**src/rtl/dark_stats.sv**
```systemverilog
// Per-frame statistics on a raster dark-channel stream.
// Reports the brightest dark value with its coordinates, and a count of pixels at or above a threshold.
module dark_stats #(
  parameter int DATA_WIDTH = 8,
  parameter int IMG_WIDTH  = 320,
  parameter int IMG_HEIGHT = 240,
  localparam int XW = $clog2(IMG_WIDTH),
  localparam int YW = $clog2(IMG_HEIGHT),
  localparam int CW = $clog2(IMG_WIDTH * IMG_HEIGHT + 1)
) (
  input  logic                  clk,
  input  logic                  rst_n,
  input  logic                  valid_in,
  input  logic [DATA_WIDTH-1:0] dark_in,
  input  logic [DATA_WIDTH-1:0] thresh,
  output logic                  busy,
  output logic                  frame_done,
  output logic [DATA_WIDTH-1:0] max_val,
  output logic [XW-1:0]         max_x,
  output logic [YW-1:0]         max_y,
  output logic [CW-1:0]         bright_cnt
);

  localparam logic [XW-1:0] X_LAST = XW'(IMG_WIDTH - 1);
  localparam logic [YW-1:0] Y_LAST = YW'(IMG_HEIGHT - 1);

  typedef enum logic {IDLE, ACCUM} state_t;

  state_t                state_reg;
  logic [XW-1:0]         x_reg;
  logic [YW-1:0]         y_reg;
  logic [DATA_WIDTH-1:0] run_max_reg;
  logic [XW-1:0]         run_x_reg;
  logic [YW-1:0]         run_y_reg;
  logic [CW-1:0]         run_cnt_reg;
  logic [DATA_WIDTH-1:0] thresh_reg;

  logic                  first_px;
  logic                  last_px;
  logic [DATA_WIDTH-1:0] thresh_eff;
  logic                  take_max;
  logic [DATA_WIDTH-1:0] max_next;
  logic [XW-1:0]         mx_next;
  logic [YW-1:0]         my_next;
  logic [CW-1:0]         cnt_next;

  always_comb begin
    first_px   = (state_reg == IDLE);
    last_px    = (x_reg == X_LAST) && (y_reg == Y_LAST);
    // The first pixel is compared against the live threshold, since the latch only loads on this edge.
    thresh_eff = first_px ? thresh : thresh_reg;
    take_max   = first_px || (dark_in > run_max_reg);
    max_next   = take_max ? dark_in : run_max_reg;
    mx_next    = take_max ? x_reg : run_x_reg;
    my_next    = take_max ? y_reg : run_y_reg;
    cnt_next   = (first_px ? '0 : run_cnt_reg) + CW'(dark_in >= thresh_eff);
  end

  assign busy = (state_reg == ACCUM);

  always_ff @(posedge clk or negedge rst_n) begin
    if (!rst_n) begin
      state_reg   <= IDLE;
      x_reg       <= '0;
      y_reg       <= '0;
      run_max_reg <= '0;
      run_x_reg   <= '0;
      run_y_reg   <= '0;
      run_cnt_reg <= '0;
      thresh_reg  <= '0;
      frame_done  <= 1'b0;
      max_val     <= '0;
      max_x       <= '0;
      max_y       <= '0;
      bright_cnt  <= '0;
    end else begin
      frame_done <= 1'b0;
      if (valid_in) begin
        if (first_px) thresh_reg <= thresh;
        if (last_px) begin
          max_val     <= max_next;
          max_x       <= mx_next;
          max_y       <= my_next;
          bright_cnt  <= cnt_next;
          frame_done  <= 1'b1;
          state_reg   <= IDLE;
          x_reg       <= '0;
          y_reg       <= '0;
          run_max_reg <= '0;
          run_x_reg   <= '0;
          run_y_reg   <= '0;
          run_cnt_reg <= '0;
        end else begin
          state_reg   <= ACCUM;
          run_max_reg <= max_next;
          run_x_reg   <= mx_next;
          run_y_reg   <= my_next;
          run_cnt_reg <= cnt_next;
          if (x_reg == X_LAST) begin
            x_reg <= '0;
            y_reg <= y_reg + 1'b1;
          end else begin
            x_reg <= x_reg + 1'b1;
          end
        end
      end
    end
  end

endmodule

```
**config.mk**
```make
export PLATFORM = sky130hd
export DESIGN_NAME = dark_stats
export DESIGN_NICKNAME = d
export VERILOG_FILES = /design/src/rtl/dark_stats.sv
export SDC_FILE = /design/constraint.sdc
export NUM_CORES = 1
export LEC_CHECK = 0
export ABC_AREA = 1
export ABC_CLOCK_PERIOD_IN_PS = 2600
export CORE_UTILIZATION = 32
export CTS_CLUSTER_DIAMETER = 30
export CTS_CLUSTER_SIZE = 25
export DETAILED_ROUTE_END_ITERATION = 12
export SYNTH_ARGS = -nofsm -noshare
export SYNTH_HDL_FRONTEND = slang
export SYNTH_SLANG_ARGS = --single-unit
```
**constraint.sdc**
```tcl
create_clock -name clk -period 2.6 [get_ports clk]
set_input_delay 0.26 -clock clk [delete_from_list [all_inputs] [get_ports clk]]
set_output_delay 0.26 -clock clk [all_outputs]
set_load 0.005 [all_outputs]
```
== Word level (Yosys, flattened, before mapping) ==
Cells that the tools add are included.
Cells by class
  magnitude comparators: 2
  bitwise logic cells: 1
  multiplexer cells: 16
  equal/unequal tests: 2
  divide/modulo/power cells: 0
  reduce and logical (&&, ||, !) cells: 5
  $mul: 0
  add/sub/neg operators: 3
  shift operators: 0
Operator list (number)
  2-to-1 mux 8 bit: 7
  2-to-1 mux 9 bit: 4
  2-to-1 mux 17 bit: 2
  adder 17 x 1 -> 17 bit: 1
  adder 9 x 1 -> 9 bit (second input constant): 1
  == test 9 bit (second input constant): 1
  adder 8 x 1 -> 8 bit (second input constant): 1
  == test 8 bit (second input constant): 1
  >= comparator 8 bit: 1
  > comparator 8 bit: 1
  AND reduction 2 bit: 2
  2-to-1 mux 1 bit: 3
  nonzero test 2 bit: 1
  logical AND 1 bit: 1
  logical OR 1 bit: 1
  NOT 1 bit: 1
Storage, ports and cells
  memory bits (read-only): 0
  word-level logic and storage cells: 42
  RAM bits: 0
  latch bits: 0
  memories: 0
  register bits: 111

== Logic depth before layout (Yosys ltp) ==
Gate-level depths: netlist (run 1).
  word-level depth: 4
  depth in mapped cells: 20
  mapped depth without buffers: 18

== Worst setup path before layout (run 1) ==
OpenSTA, ideal clock, no wires.
  path type: reg2reg
  start: reg state_reg (netlist: busy)
  end: reg run_cnt_reg[14]
  data required time: 2.483 ns
  arrival: 2.668 ns
  period minus slack after synthesis: 2.784 ns
  setup slack: -0.184 ns
  cell stages (with the launch flop): 18
  path through: dfrtp_1 > buf_4 > buf_2 > buf_2 > mux2i_1 > ha_1 > nand2_1 > nor2_1 > nand4_1 > o2111ai_1 > ha_1 > ha_1 > nand3_1 > nor2_1 > nand4_1 > xor2_1 > nand2_1 > nand2_1
On the way
  word-level cells in the longest chain between the ends: 4
  elaborated cells on any way between the ends: 5
  classes of those cells: add/sub: 1; order compare: 1; mux: 3
RTL lines
  from (decl): line 29  | state_t state_reg;
  from (signal assigned): line 63  | state_reg <= IDLE;
  from (signal assigned): line 86  | state_reg <= IDLE;
  from (signal assigned): line 94  | state_reg <= ACCUM;
  2-to-1 mux 8 bit
  >= comparator 8 bit: line 56  | cnt_next = (first_px ? '0 : run_cnt_reg) + CW'(dark_in >= thresh_eff);
  adder 17 x 1 -> 17 bit *: line 56
  2-to-1 mux 17 bit *: line 80  | if (last_px) begin
  to (signal assigned): line 98  | run_cnt_reg <= cnt_next;
  to (decl): line 35  | logic [CW-1:0] run_cnt_reg;
Mark *: on every way between the ends. The rest lies on a longest branch, timed or not.
A chain may end at the register's enable or synchronous reset.

== Worst setup path after layout (run 1) ==
  start: reg state_reg (netlist: busy)
  end: reg bright_cnt[15]
On the way
  word-level cells in the longest chain between the ends: 3
  elaborated cells on any way between the ends: 4
  classes of those cells: add/sub: 1; order compare: 1; mux: 2
RTL lines
  2-to-1 mux 8 bit
  >= comparator 8 bit: line 56
  adder 17 x 1 -> 17 bit *: line 56
  to (signal assigned): line 84  | bright_cnt <= cnt_next;
  to (decl): line 21  | output logic [CW-1:0] bright_cnt
Marks and branches as above.

==> impl_metrics.tcl, run 1 <==
set metrics [dict create \
    worstPathRequired_ns 2.86 \
    yosysSeqAreaShare_pct 48.2 \
    dieWidth_um 136 \
    criticalPathCategory "flip-flop to flip-flop" \
    grt-ovfl-total 0 \
    row_count 48 \
    fin_ws_ns -0.00832 \
    drt_iter0_drc 291 \
    dr_total_vias 4825 \
    nets 849 \
    cp.arrival_ns 2.87 \
    syn_avg_cell_area_um2 7.85 \
    viasPerCell 4.64 \
    grt.total_usage_pct 16.2 \
    grt_pass1_vias 4897 \
    yosys.cell_types.count 29 \
    wire_per_inst_um 13.5 \
    grt_max_degree 51 \
    numCtsBuffers 9 \
    fp.dieArea_um2 18600 \
    grt_pass1_wl_mm 23.4 \
    place_congestion 0.806 \
    yosysWarnings 0 \
    outcome "complete, but fails checks" \
    grt_setup_unrepaired "yes" \
    p_per_area_nw_per_um2 703 \
    ant_nets 0 \
    cp_max_fo 7 \
    drt-pass1-iter-count 7 \
    hold_class "input pin to asynchronous set/reset pin" \
    dp_hpwl_mm 9.59 \
    synthTopCellsByArea "dfrtp_1 48%, nand2_1 17%, nand3_1 8.3%, inv_1 5.3%, ha_1 4.3%" \
    netlist_instances 734 \
    clock_latency_ns 0.37 \
    crit_path_end_kind "flip-flop" \
    start_util_pct 33.1 \
    antennaDiodeCount 0 \
    cts_tree "done" \
    reg2reg_slack_ns -0.008 \
    synth_commonest_cells "261 x nand2_1, 111 x dfrtp_1, 96 x nand3_1" \
    syn_nets 773 \
    syn_area_um2 5770 \
    num_io_pins 63 \
    coreArea_um2 17400 \
    fin_tns_setup_ns -0.00832 \
    drive_gt1_share_pct 12.0 \
    synthArstFlopShare_pct 100 \
    worstMarginPinSlew_ns 0.667 \
    cts_max_path_buffers 2 \
    slew_headroom_pct 55.5 \
    h-tree-depth 3 \
    fin_cells 1040 \
    synth_ff_type "dfrtp_1" \
    dieHeight_um 136 \
    io_buffers 62 \
    synth-seq-cells 111 \
    pre_cts_slack_ns -0.259 \
    design_area_um2 7440 \
    hold_viol 0 \
    synth_top_cell_area_share_pct 48.2 \
    leakage_nw 3.57 \
    vdd_drop_max_v 0.000342 \
    area_delta_synth_final_pct 29.1 \
    finalCriticalPeriod_ns 2.61 \
    cap_violations 0 \
    setup_viol 1 \
    cts_root_buf "clkbuf_16" \
    fmax_mhz 383 \
    synth_edf_count 0 \
    start_kind "flip-flop" \
    numClockSinks 111 \
    synth_top_area_cell "dfrtp_1" \
    synth.most_common_cell "nand2_1" \
    power_mw 5.24 \
    placed_cell_area_um2 6760 \
    drcViolationCount 0 \
    fin_crit_sh_pct 100 \
    violations "setup timing" \
    antenna_found_initial 0 \
    final-max-slew-violation-count 0 \
    final.setup_skew_ns 0.0125 \
    path_clk_slew_ns 0.08 \
    postRouteWirelength_mm 14.1 \
    place_inst 1017 \
]
-- placed cells by master (no fill, tap or decap), types with 3 or more instances in the layout --
cell,Yosys,final
a21oi_1,8,4
a21oi_2,0,4
buf_12,0,4
buf_4,2,26
buf_6,3,3
clkbuf_16,0,9
clkdlybuf4s50_1,0,61
dfrtp_1,111,110
ha_1,20,12
ha_4,0,7
inv_1,81,80
inv_2,3,4
mux2i_4,0,6
nand2_1,261,256
nand2_2,0,4
nand3_1,96,92
nand3_4,0,3
nand4_1,8,8
nor2_1,26,23
nor2_2,4,3
nor2_4,1,5
nor3_1,9,8
o21ai_0,40,31
o21ai_1,3,11
o22ai_1,4,4
xor2_1,13,11
-- worst paths after layout --
path	startpoint	endpoint	depth (start not counted)
max	busy$_DFFE_PN0P_	bright_cnt[15]$_DFFE_PN0P_	16
min	rst_n	max_y[4]$_DFFE_PN0P_	2
max reg2reg	busy$_DFFE_PN0P_	bright_cnt[15]$_DFFE_PN0P_	16
min reg2reg	max_y[3]$_DFFE_PN0P_	max_y[3]$_DFFE_PN0P_	2
max in group asynchronous	rst_n	x_reg[3]$_DFFE_PN0P_	3
min in group clk	max_y[3]$_DFFE_PN0P_	max_y[3]$_DFFE_PN0P_	2
-- cells by family (layout without fill, tap and decap cells) --
logic type | Yosys count | in the layout | synth area share [%]
AND/OR/NAND/NOR | 409 | 409 | 30.4
buffers and inverters | 115 | 196 | 8.38
flip-flops | 111 | 111 | 48.2
AO/OA/AOI/OAI | 58 | 58 | 5.32
adder cells (fa/ha/maj) | 20 | 20 | 4.34
XOR/XNOR | 14 | 14 | 2.13
multiplexers | 7 | 7 | 1.22
-- through the flow --
step	hold slack, ns	util (%)
finish	0.472	42.7
global route	0.495	42.7
CTS	0.484	41.2
detailed placement	0.348	38.8
global placement	0.341	38.8
floorplan	-0.0356	-
-- cell type report --
| cell class | instances | area (um^2) |
|---|---|---|
| fillers | 1710 | 9970 |
| clock buffers | 10 | 239 |
| well taps | 225 | 282 |
| inverters | 85 | 322 |
| multi-input cells | 508 | 2800 |
| flip-flops and latches | 111 | 2780 |
| clock inverters | 6 | 91.3 |
| repair buffers | 95 | 930 |
-- timing repair --
item / CTS / global route
gates resized for setup: 10 / 45
hold endpoints to repair: 47 / 0
setup endpoints to repair: 28 / 30
pin swaps: 11 / 14
hold buffers: 1 / 0
buffers inserted: 2 / 4
-- critical path, stage by stage, from the launching register on --
cell and delay, ns:
dfrtp_2 0.45, buf_12 0.16, mux2i_4 0.19, ha_4 0.28, a21oi_2 0.05, o21ai_1 0.13
nand2_1 0.08, o2111ai_2 0.09, ha_2 0.24, nand2_2 0.07, nor2_4 0.13, nand3_4 0.10
nor2_4 0.15, nand3_2 0.10, xor2_2 0.17, nand2_1 0.06, nand2_1 0.05
-- power breakdown --
part / switching, mW / leakage (nW) / total, mW / internal (mW)
Clock: 0.690 / 0.163 / 1.57 / 0.879
Combinational: 0.838 / 2.02 / 1.42 / 0.583
Sequential: 0.219 / 1.38 / 2.25 / 2.03
-- metal layers --
| metal | wire [um] | global-route usage, % |
|---|---|---|
| met1 | 6880 | 22.0 |
| met4 | 223 | 6.30 |
| met5 | 0 | 0 |
| met3 | 438 | 2.27 |
| met2 | 6510 | 25.9 |
(Power assumes the default switching activity.)
==> run 2: changes to the inputs <==
--- a/config.mk
+++ b/config.mk
@@ -7,9 +7,9 @@
 export LEC_CHECK = 0
 export ABC_AREA = 1
 export ABC_CLOCK_PERIOD_IN_PS = 2600
-export CORE_UTILIZATION = 32
+export CORE_UTILIZATION = 23
 export CTS_CLUSTER_DIAMETER = 30
-export CTS_CLUSTER_SIZE = 25
+export CTS_CLUSTER_SIZE = 24
 export DETAILED_ROUTE_END_ITERATION = 12
 export SYNTH_ARGS = -nofsm -noshare
 export SYNTH_HDL_FRONTEND = slang
==> impl_metrics.tcl, run 2 (same netlist as run 1, synthesis figures left out) <==
set metrics [dict create \
    intPower_mw 3.38 \
    wl_met2_mm 6.95 \
    r2r_start "busy$_DFFE_PN0P_" \
    grt_pass1_vias 4860 \
    fill_cells 2550 \
    ant_nets 0 \
    nets 851 \
    rr_worst_depth 15 \
    hold_class "input pin to asynchronous set/reset pin" \
    criticalPathCategory "flip-flop to flip-flop" \
    grt_max_degree 48 \
    final_cell_mix "255 x nand2_1, 110 x dfrtp_1, 92 x nand3_1" \
    drt-pass1-iter-count 4 \
    fin_tns_setup_ns -0.631 \
    combPwrFrac_pct 28.1 \
    final_common_cell "nand2_1" \
    fin_crit_sh_pct 102 \
    wire_per_inst_um 13.2 \
    wl_met1_mm 7.09 \
    fin_ws_ns -0.0634 \
    grt-ovfl-total 0 \
    share_seq_of_total_power_pct 43.9 \
    cts_root_buf "clkbuf_16" \
    start_kind "flip-flop" \
    power_switching_mw 1.74 \
    crit_chain "buf_8 -> mux2i_4 -> ha_4 -> nand2_4 -> nor2_4 -> nand4_1 -> o2111ai_2 -> ha_2 -> nand2_2 -> nor2_4 -> nand3_4 -> nor2_4 -> buf_4 -> xor2_2 -> o22ai_1" \
    hold_viol 0 \
    grt.total_usage_pct 12.2 \
    h-tree-depth 3 \
    crit_path_end_kind "flip-flop" \
    row_count 57 \
    postRouteWirelength_mm 15.1 \
    slew_headroom_pct 61.5 \
    fp.dieArea_um2 25700 \
    numClockSinks 111 \
    cts_max_path_buffers 2 \
    numCtsBuffers 9 \
    coreArea_um2 24500 \
    cts_tree "done" \
    routed.top_layer "met4" \
    dieHeight_um 160 \
    critical-path-max-stage-delay_ns 0.43 \
    dr_total_vias 4916 \
    drt_iter0_drc 244 \
    drcViolationCount 0 \
    viasPerCell 4.31 \
    violations "setup timing" \
    start_util_pct 23.6 \
    outcome "complete, but fails checks" \
    dp_hpwl_mm 10.4 \
    clock_latency_ns 0.36 \
    fmax_mhz 375 \
    vdd_drop_max_v 0.000342 \
    cp.arrival_ns 2.89 \
    crit_top_cell "nor2_4" \
    dieWidth_um 160 \
    grt_setup_unrepaired "yes" \
    num_io_pins 63 \
    cap_violations 0 \
    worstPathRequired_ns 2.82 \
    drive_gt1_share_pct 13.1 \
    final.setup_skew_ns 0.0104 \
    worstSetupStartpoint "busy$_DFFE_PN0P_" \
    wl_met3_um 689 \
    crit_slowest_cell "dfrtp_2" \
    path_clk_slew_ns 0.08 \
    final_core_util_pct 30.9 \
    worstMarginPinSlew_ns 0.578 \
    crit_family "simple AND/OR/NAND/NOR gates" \
    critPathBufInv 2 \
    cp_max_fo 5 \
    leakage_nw 3.55 \
    antenna_found_initial 0 \
    grt_pass1_wl_mm 24.9 \
    worstSetupPathDepth 15 \
    p_per_area_nw_per_um2 677 \
    clockPowerShare_pct 28.0 \
    place_congestion 0.815 \
    sw_frac_of_total_pct 34.0 \
    area_delta_synth_final_pct 31.0 \
    final-max-slew-violation-count 0 \
    io_buffers 62 \
    setup_viol 17 \
    antennaDiodeCount 0 \
    finalCriticalPeriod_ns 2.66 \
]
[run 2: cell types whose count changed in the layout (fill, tap and decap cells not counted), moves of 2 or more]
cell and change:
o21ai_2 +3, o21ai_0 -4, inv_6 -2, nor2_2 -2, buf_12 -3, xor2_2 +5
a21oi_2 -2, nor2_4 +2, a21oi_1 +2, clkinvlp_4 +3, xor2_1 -5, buf_4 +4
[run 2: per-stage QoR]
stage | setup WS, ns | instances | total power [mW] | hold slack (ns) | area, um^2
after floorplan | -0.0508 | 734 | 3.14 | -0.0356 | 5810
after CTS | -0.0233 | 1135 | 5.06 | 0.460 | 7250
after detailed placement | -0.312 | 1114 | 3.58 | 0.312 | 6850
after global placement | -0.267 | 1114 | 3.54 | 0.304 | 6850
final | -0.0634 | 1141 | 5.12 | 0.433 | 7550
after global routing | -0.199 | 1141 | 5.48 | 0.506 | 7550
[run 2: path summary, 6_finish.rpt]
kind	endpoint	slack, ns
max in group asynchronous	bright_cnt[11]$_DFFE_PN0P_	1.40
setup reg to reg	run_cnt_reg[7]$_DFFE_PN0P_	-0.06
hold / removal	max_y[4]$_DFFE_PN0P_	0.43
min in group clk	max_y[2]$_DFFE_PN0P_	0.48
setup / recovery	run_cnt_reg[7]$_DFFE_PN0P_	-0.06
hold reg to reg	max_y[2]$_DFFE_PN0P_	0.48
[run 2: power groups by stage]
stage	sequential (mW)	combinational, mW	clock [mW]
finish	2.25	1.44	1.43
global route	2.28	1.66	1.54
CTS	2.23	1.35	1.47
detailed placement	2.26	1.32	0
global placement	2.26	1.29	0
floorplan	2.22	0.922	0
[run 2: cell type report]
class	count	area [um^2]	share of cell area, %
multi-input combinational	508	2830	37.5
sequential	111	2780	36.8
timing repair buffer	97	915	12.1
tap	324	405	5.37
inverter	85	322	4.26
clock buffer	11	243	3.21
clock inverter	5	57.6	0.762
[run 2: timing repair]
| item | 4_1_cts | 5_1_grt |
|---|---|---|
| setup endpoints to repair | 28 | 30 |
| pin swaps | 10 | 23 |
| resized for setup | 14 | 58 |
| hold endpoints to repair | 40 | 0 |
| hold buffers | 1 | 0 |
| setup buffers | 4 | 6 |
[run 2: routing by layer]
metal / up-vias / track usage, %
met4: 0 / 5.97
li1: 2483 / -
met2: 98 / 19.5
met1: 2310 / 15.6
met5: - / 0
met3: 25 / 2.43
[run 2: worst register-to-register path, cell delays in order (launching register included)]
cell       delay, ns
dfrtp_2         0.43
buf_8           0.15
mux2i_4         0.21
ha_4            0.29
nand2_4         0.06
nor2_4          0.11
nand4_1         0.10
o2111ai_2       0.09
ha_2            0.24
nand2_2         0.07
nor2_4          0.14
nand3_4         0.11
nor2_4          0.15
buf_4           0.14
xor2_2          0.15
o22ai_1         0.09
